**src/rtl/regfile_wb_param.sv**
```systemverilog
// Parametrised register file with byte-lane writes, N read ports and an in-order write-back buffer.
// Optional build macro WB_BYPASS_EN: read ports forward buffered data per byte lane.
module regfile_wb_param #(
  parameter int DATA_W   = 32,
  parameter int ADDR_W   = 3,
  parameter int NUM_RD   = 2,
  parameter int WB_DEPTH = 2,
  parameter int R0_ZERO  = 0
) (
  input  logic                            clk,
  input  logic                            rst_n,
  input  logic [NUM_RD*ADDR_W-1:0]        rd_addr,
  output logic [NUM_RD*DATA_W-1:0]        rd_data,
  input  logic                            wr_valid,
  output logic                            wr_ready,
  input  logic [ADDR_W-1:0]               wr_addr,
  input  logic [DATA_W-1:0]               wr_data_alu,
  input  logic [DATA_W-1:0]               wr_data_id,
  input  logic                            wr_data_sel,
  input  logic [DATA_W/8-1:0]             wr_byte_en,
  input  logic                            wb_hold,
  output logic [$clog2(WB_DEPTH+1)-1:0]   wb_count,
  output logic [2**ADDR_W-1:0]            pending
);

  localparam int NUM_REGS = 2**ADDR_W;
  localparam int NB       = DATA_W/8;
  localparam int CNT_W    = $clog2(WB_DEPTH+1);
  localparam int PTR_W    = (WB_DEPTH > 1) ? $clog2(WB_DEPTH) : 1;

  typedef struct packed {
    logic [ADDR_W-1:0] addr;
    logic [DATA_W-1:0] data;
    logic [NB-1:0]     be;
  } entry_t;

  entry_t              wb_q [WB_DEPTH];
  logic [DATA_W-1:0]   regs [NUM_REGS];
  logic [PTR_W-1:0]    head, tail;
  logic [CNT_W-1:0]    count;
  logic                accept, drain, r0_drop;
  entry_t              wr_entry, head_e;
  logic [DATA_W-1:0]   head_mask;

  function automatic logic [PTR_W-1:0] bump(input logic [PTR_W-1:0] p);
    return (p == PTR_W'(WB_DEPTH-1)) ? '0 : p + 1'b1;
  endfunction

  // k-th oldest slot; head + k can exceed the pointer range when depth is not a power of two
  function automatic logic [PTR_W-1:0] slot(input logic [PTR_W-1:0] h, input int k);
    logic [PTR_W:0] s;
    s = {1'b0, h} + (PTR_W+1)'(k);
    if (s >= (PTR_W+1)'(WB_DEPTH)) s = s - (PTR_W+1)'(WB_DEPTH);
    return s[PTR_W-1:0];
  endfunction

  function automatic logic [DATA_W-1:0] lane_mask(input logic [NB-1:0] be);
    logic [DATA_W-1:0] m;
    m = '0;
    for (int l = 0; l < NB; l++) m[l*8 +: 8] = {8{be[l]}};
    return m;
  endfunction

  assign wb_count  = count;
  assign wr_ready  = (count < CNT_W'(WB_DEPTH));
  assign accept    = wr_valid && wr_ready;
  assign drain     = (count != '0) && !wb_hold;
  assign head_e    = wb_q[head];
  assign head_mask = lane_mask(head_e.be);
  assign r0_drop   = (R0_ZERO != 0) && (head_e.addr == '0);

  always_comb begin
    wr_entry.addr = wr_addr;
    wr_entry.data = wr_data_sel ? wr_data_id : wr_data_alu;
    wr_entry.be   = wr_byte_en;
  end

  always_ff @(posedge clk) begin
    if (!rst_n) begin
      head  <= '0;
      tail  <= '0;
      count <= '0;
      for (int i = 0; i < NUM_REGS; i++) regs[i] <= '0;
      for (int i = 0; i < WB_DEPTH; i++) wb_q[i] <= '0;
    end else begin
      if (accept) begin
        wb_q[tail] <= wr_entry;
        tail       <= bump(tail);
      end
      if (drain) begin
        head <= bump(head);
        if (!r0_drop)
          regs[head_e.addr] <= (regs[head_e.addr] & ~head_mask) | (head_e.data & head_mask);
      end
      case ({accept, drain})
        2'b10:   count <= count + 1'b1;
        2'b01:   count <= count - 1'b1;
        default: count <= count;
      endcase
    end
  end

  always_comb begin
    pending = '0;
    for (int k = 0; k < WB_DEPTH; k++)
      if (CNT_W'(k) < count) pending[wb_q[slot(head, k)].addr] = 1'b1;
    if (R0_ZERO != 0) pending[0] = 1'b0;
  end

  always_comb begin : rd_mux
    logic [ADDR_W-1:0] ra;
    logic [DATA_W-1:0] rv;
    ra      = '0;
    rv      = '0;
    rd_data = '0;
    for (int p = 0; p < NUM_RD; p++) begin
      ra = rd_addr[p*ADDR_W +: ADDR_W];
      rv = regs[ra];
`ifdef WB_BYPASS_EN
      // oldest to youngest, so the youngest enabled lane wins
      for (int k = 0; k < WB_DEPTH; k++) begin
        if ((CNT_W'(k) < count) && (wb_q[slot(head, k)].addr == ra)) begin
          for (int l = 0; l < NB; l++)
            if (wb_q[slot(head, k)].be[l]) rv[l*8 +: 8] = wb_q[slot(head, k)].data[l*8 +: 8];
        end
      end
`endif
      if ((R0_ZERO != 0) && (ra == '0)) rv = '0;
      rd_data[p*DATA_W +: DATA_W] = rv;
    end
  end

endmodule

```
**config.mk**
```make
export PLATFORM = sky130hd
export DESIGN_NAME = regfile_wb_param
export DESIGN_NICKNAME = d
export VERILOG_FILES = /design/src/rtl/regfile_wb_param.sv
export SDC_FILE = /design/constraint.sdc
export NUM_CORES = 1
export LEC_CHECK = 0
export ABC_AREA = 1
export CORE_AREA = 8 8 298 300
export DETAILED_ROUTE_END_ITERATION = 7
export DIE_AREA = 0 0 306 308
export MAX_ROUTING_LAYER = met4
export SETUP_SLACK_MARGIN = 0.4
export SLEW_MARGIN = 20
export SYNTH_ARGS = -nofsm -noshare
export SYNTH_HDL_FRONTEND = slang
export SYNTH_SLANG_ARGS = --single-unit
```
**constraint.sdc**
```tcl
create_clock -name clk -period 2.6 [get_ports clk]
set_input_delay 0.52 -clock clk [delete_from_list [all_inputs] [get_ports clk]]
set_output_delay 0.52 -clock clk [all_outputs]
set_load 0.01 [all_outputs]
```
# Yosys cells after proc, flatten, opt, wreduce, memory -nomap -nowiden
# Memories as Yosys holds them, arrays and structs flattened. A register that Yosys moved wholly into a read port is not among the register bits.
# Cells that the tools add are included.
[totals]
register_bits = 4
latchBits = 0
ramBits = 334
romBits = 0
input_bits = 82
out_inout_bits = 75
wordCells = 66
n_memories = 2
[op_classes]
add_sub_neg = 7
multipliers = 0
div_mod_pow = 0
magnitude_cmp = 9
n_eq_ne = 2
shift = 0
muxes = 29
bitwise_logic = 5
reduce_logical = 9
[mem_list]
columns = ["memory", "words", "word_bits", "rd", "rd_clocked_by_memory_dff", "wr", "line_no", "rtl"]
rows = [
  ["regs", 8, 32, 3, 0, 8, "38", "logic [DATA_W-1:0] regs [NUM_REGS];"],
  ["wb_q", 2, 39, 3, 1, 2, "37", "entry_t wb_q [WB_DEPTH];"],
]
[op_table]
columns = ["operator", "count"]
rows = [
  ["$and A32 B32 Y32", 2],
  ["$mux W32", 2],
  ["$mux W39", 1],
  ["$reduce_or A39 Y1", 1],
  ["$not A32 Y32", 1],
  ["$or A32 B32 Y32", 1],
  ["$reduce_or A32 Y1", 1],
  ["$mux W1", 20],
  ["$mux W8", 2],
  ["$lt A3 B4 Y1 const B", 2],
  ["$or A8 B8 Y8", 1],
  ["$demux W1 S3", 2],
  ["$ge A3 B1 Y1 const B", 2],
  ["$logic_and A1 B1 Y1", 4],
  ["$lt A1 B2 Y1 const A", 2],
  ["$pmux W2 S2", 1],
  ["$reduce_bool A2 Y1", 2],
  ["$mux W3", 1],
  ["$add A1 B1 Y1 const B", 2],
  ["$add A1 B1 Y2 const B", 1],
  ["$add A2 B1 Y2 const B", 1],
  ["$eq A2 B1 Y1 const B", 1],
  ["$eq A2 B2 Y1 const B", 1],
  ["$ge A1 B2 Y1 const B", 1],
  ["5 further kinds", 6],
]

# Longest topological paths before layout
# An unclocked memory read counts as a cell.
[depth]
depth_word = 11
ltp_mapped = 12
mapped_depth_nobuf = 8

# Worst setup path after synthesis
# Ideal clock, no wire load.
[synth_path]
path_kind = "register -> register"
from = "register count[1], in the netlist wb_count[1]"
to = "memory regs[3][0] (enable)"
setup_time_ns = 0.389
arrival_ns = 2.309
required_time_ns = 2.211
setup_slack_ns = -0.099
path_stages_with_launch = 9
n_path_buf = 1
synth_period_minus_slack_ns = 2.699
path_cell_list = "dfxtp_1 -> inv_1 -> ha_1 -> nor2_1 -> nand2_1 -> nor2_2 -> nand2_1 -> buf_2 -> nand2_1"
[synth_rtl]
columns = ["element", "line_no", "rtl"]
rows = [
  ["start, declared", "40", "logic [CNT_W-1:0] count;"],
  ["start signal, assigned", "96", "2'b10: count <= count + 1'b1;"],
  ["start signal, assigned", "97", "2'b01: count <= count - 1'b1;"],
  ["start signal, assigned", "98", "default: count <= count;"],
  ["end, declared", "38", ""],
]

==> impl_metrics.py <==
metrics = {
    "power_and_ir_drop": {
        "p_switching_mw": 8.150,
        "pwr-share-comb": 0.419,
        "clkPwrFrac": 0.252,
        "power_density_nw_per_um2": 734.9,
        "p_seq_frac": 0.329,
        "p_leak_nw": 11.51,
        "irDropWorstVdd_mv": 0.4960,
        "intPower_mw": 12.62,
        "p_sw_frac": 0.3923,
    },
    "worst_setup_path": {
        "cp-end-kind": "output port",
        "crit_chain": "inv_2 > a21oi_2 > o21ai_1 > nand2_1 > nor2_2 > a31oi_2 > buf_4 > buf_6",
        "crit_arrival_ns": 1.84,
        "path_buf_inv": 3,
        "cp_top_family": "flip-flops",
        "crit_type": "reg2out",
        "critPathLaunchType": "flop",
        "slowest_delay_ns": 0.39,
        "cp_max_fo": 3,
        "required_ns": 2.08,
        "slowest_stage": "edfxtp_1",
    },
    "clock_tree": {
        "tritoncts": "built",
        "cts.htree.levels": 2,
        "hold_buffers": 0,
        "clock_sinks": 339,
        "clk_pin_slew_worst_paths_ns": 0.07,
        "clockRootBuffer": "clkbuf_16",
        "cts_buffer_depth": 3,
        "numCtsBuffers": 37,
        "clk_latency_ns": 0.56,
    },
    "layout": {
        "fin_area_um2": 28270,
        "nNetsFinal": 2915,
        "layout_common_cells": "nand2_1 (477), nor2_1 (416), edfxtp_1 (334)",
        "drive_gt1_frac": 0.2370,
        "layout_commonest_cell": "nand2_1",
        "syn2layout_area_growth_pct": 35.98,
    },
    "sta": {
        "setup_viol": 0,
        "max_freq_ghz": 0.4243,
        "grt_setup_unrepaired": "yes",
        "slew_headroom": 0.7303,
        "hold_viol": 0,
        "period_share": 0.9066,
        "fin_crit_ns": 2.357,
        "clock_skew_ns": 0.02783,
        "worst_pin_slew_ns": 0.3933,
        "final-max-slew-violation-count": 0,
        "hold_ws_ns": 0.4838,
    },
    "placed_design": {
        "place_hpwl_um": 47450,
        "place_area_um2": 24530,
        "port_buffers": 156,
        "place.gp.congestion": 0.8301,
    },
    "floorplanning": {
        "num_rows": 107,
        "io_pins": 157,
        "dieArea_um2": 94250,
        "initial_utilization": 0.2468,
        "core_um2": 84210,
        "die_y_um": 308,
        "die_w_um": 306,
    },
    "drt": {
        "drtIter0Drc": 2503,
        "num_vias": 19890,
        "ant_nets": 0,
        "dr.pass1.iters": 6,
        "routedWlPerCell_um": 21.09,
        "drc_errors": 0,
        "routed_wl_um": 83240,
        "via_per_inst": 5.038,
    },
    "global_route": {
        "grt_pass1_wl_um": 116600,
        "grt_pass1_vias": 18690,
        "grt_remaining_overflow": 0,
        "grt.total_usage": 0.1654,
        "antenna_found_initial": 1,
        "grt_max_degree": 75,
    },
    "logic_synthesis": {
        "syn_inst": 2594,
        "netlist_area_um2": 20790,
        "yosysWarnings": 0,
        "ys_seq_area_frac": 0.4873,
        "synth_cell_types": 28,
        "syn_avg_cell_area_um2": 8.013,
        "syn_nets": 2679,
        "ys_ff_latch": 339,
    },
    "worst_hold_path": {
        "holdCritPathClass": "reg2reg",
    },
    "flow_run": {
        "cap_violations": 0,
    },
    "status": {
        "status": "finished clean",
    },
}
-- area by class of cell --
class	count	area, um2
clock inverters	21	173.9
flip-flops and latches	339	10140
multi-input cells	1784	9564
inverters	286	1132
repair inverters	1	11.26
repair buffers	381	4882
fillers	8456	55940
well taps	1090	1364
clock buffers	45	998.5
diodes	1	2.502
-- cells by family (layout without fill, tap and decap cells) --
family	count (synthesis)	count (layout)	share of synthesized area
AOI/OAI and AO/OA	626	626	0.1758
DFF	339	339	0.4873
adders and majority gates	3	3	0.001806
buffers and inverters	471	734	0.09565
and+or+nand+nor	1117	1117	0.2197
muxes	36	36	0.01890
other	0	1	0
xor gates and xnor gates	2	2	0.0008429
-- per-stage QoR --
| step | cells | power [mW] | util | setup WS (ns) | TNS, ns |
|---|---|---|---|---|---|
| after floorplan | 2594 | 11.92 | - | 0.2481 | 0 |
| final | 3948 | 20.77 | 0.3357 | 0.2430 | 0 |
| after detailed placement | 3797 | 14.69 | 0.2913 | -0.3983 | -12.01 |
| after global placement | 3797 | 14.63 | 0.2913 | -0.4520 | -12.92 |
| after global routing | 3948 | 21.67 | 0.3357 | 0.1871 | 0 |
| after CTS | 3908 | 20.30 | 0.3204 | 0.1962 | 0 |
-- flip-flops by register name, summed over array words and instances (netlist names), named ones only --
signal    flops
head          1
wb_count      2
tail          1
wb_q         78
regs        256
-- worst register-to-register path: cells and delay by family, from the launching register on --
kind	cells	cell delay, ns
buffers and inverters	3	0.64
DFF	1	0.40
and+or+nand+nor	5	0.80
-- final timing paths --
check	startpoint	end	cells after the start	slack [ns]
min reg2reg	tail$_SDFFE_PN0P_	tail$_SDFFE_PN0P_	2	0.48
max	regs[5][18]$_SDFFCE_PN0P_	rd_data[18]	8	0.24
max reg2reg	wb_q[0][38]$_SDFFCE_PN0P_	regs[3][15]$_SDFFCE_PN0P_	8	0.46
min	tail$_SDFFE_PN0P_	tail$_SDFFE_PN0P_	2	0.48
-- power by group through the flow --
stage                     sequential (mW)  clock [mW]  combinational, mW
after global routing                 6.88        5.47               9.32
after global placement               6.90           0               7.73
after detailed placement             6.91           0               7.78
final                                6.84        5.24               8.70
after floorplan                      6.83           0               5.09
after CTS                            6.83        5.30               8.17
-- cells in the mapped netlist --
cell | n | area (um2)
mux2i_4 | 2 | 45.04
mux2i_1 | 32 | 320.3
dfxtp_1 | 5 | 100.1
nor2_2 | 1 | 6.260
nand4_1 | 1 | 6.260
or2_2 | 1 | 6.260
o21bai_4 | 32 | 600.6
edfxtp_1 | 334 | 10030
clkbuf_1 | 89 | 334.1
ha_1 | 3 | 37.54
o21ai_0 | 272 | 1361
mux2i_2 | 2 | 27.53
nand3_2 | 20 | 200.2
nand2_1 | 495 | 1858
inv_2 | 5 | 18.77
inv_1 | 281 | 1055
buf_6 | 19 | 214.0
buf_1 | 31 | 116.4
a31oi_1 | 64 | 400.4
xnor2_1 | 1 | 8.760
xor2_1 | 1 | 8.760
nor2_4 | 5 | 56.30
buf_2 | 38 | 190.2
nor2_1 | 442 | 1659
nand3_1 | 141 | 705.7
a21oi_1 | 258 | 1291
nand2_2 | 11 | 68.82
buf_4 | 8 | 60.06
-- metal layers --
layer  global-route usage  wire (um)  up-vias
li1                     -          -     9108
met4              0.06820       3404        0
met3              0.02962       8237      231
met5                    -          0        -
met1               0.2071      32870     9370
met2               0.2636      38730     1180
-- what timing repair did --
item	CTS	global route
endpoints found under the setup margin	193	316
pin swaps	59	96
gates resized for setup	605	263
setup buffers	27	20
gates cloned	18	19
(Power assumes the default switching activity.)
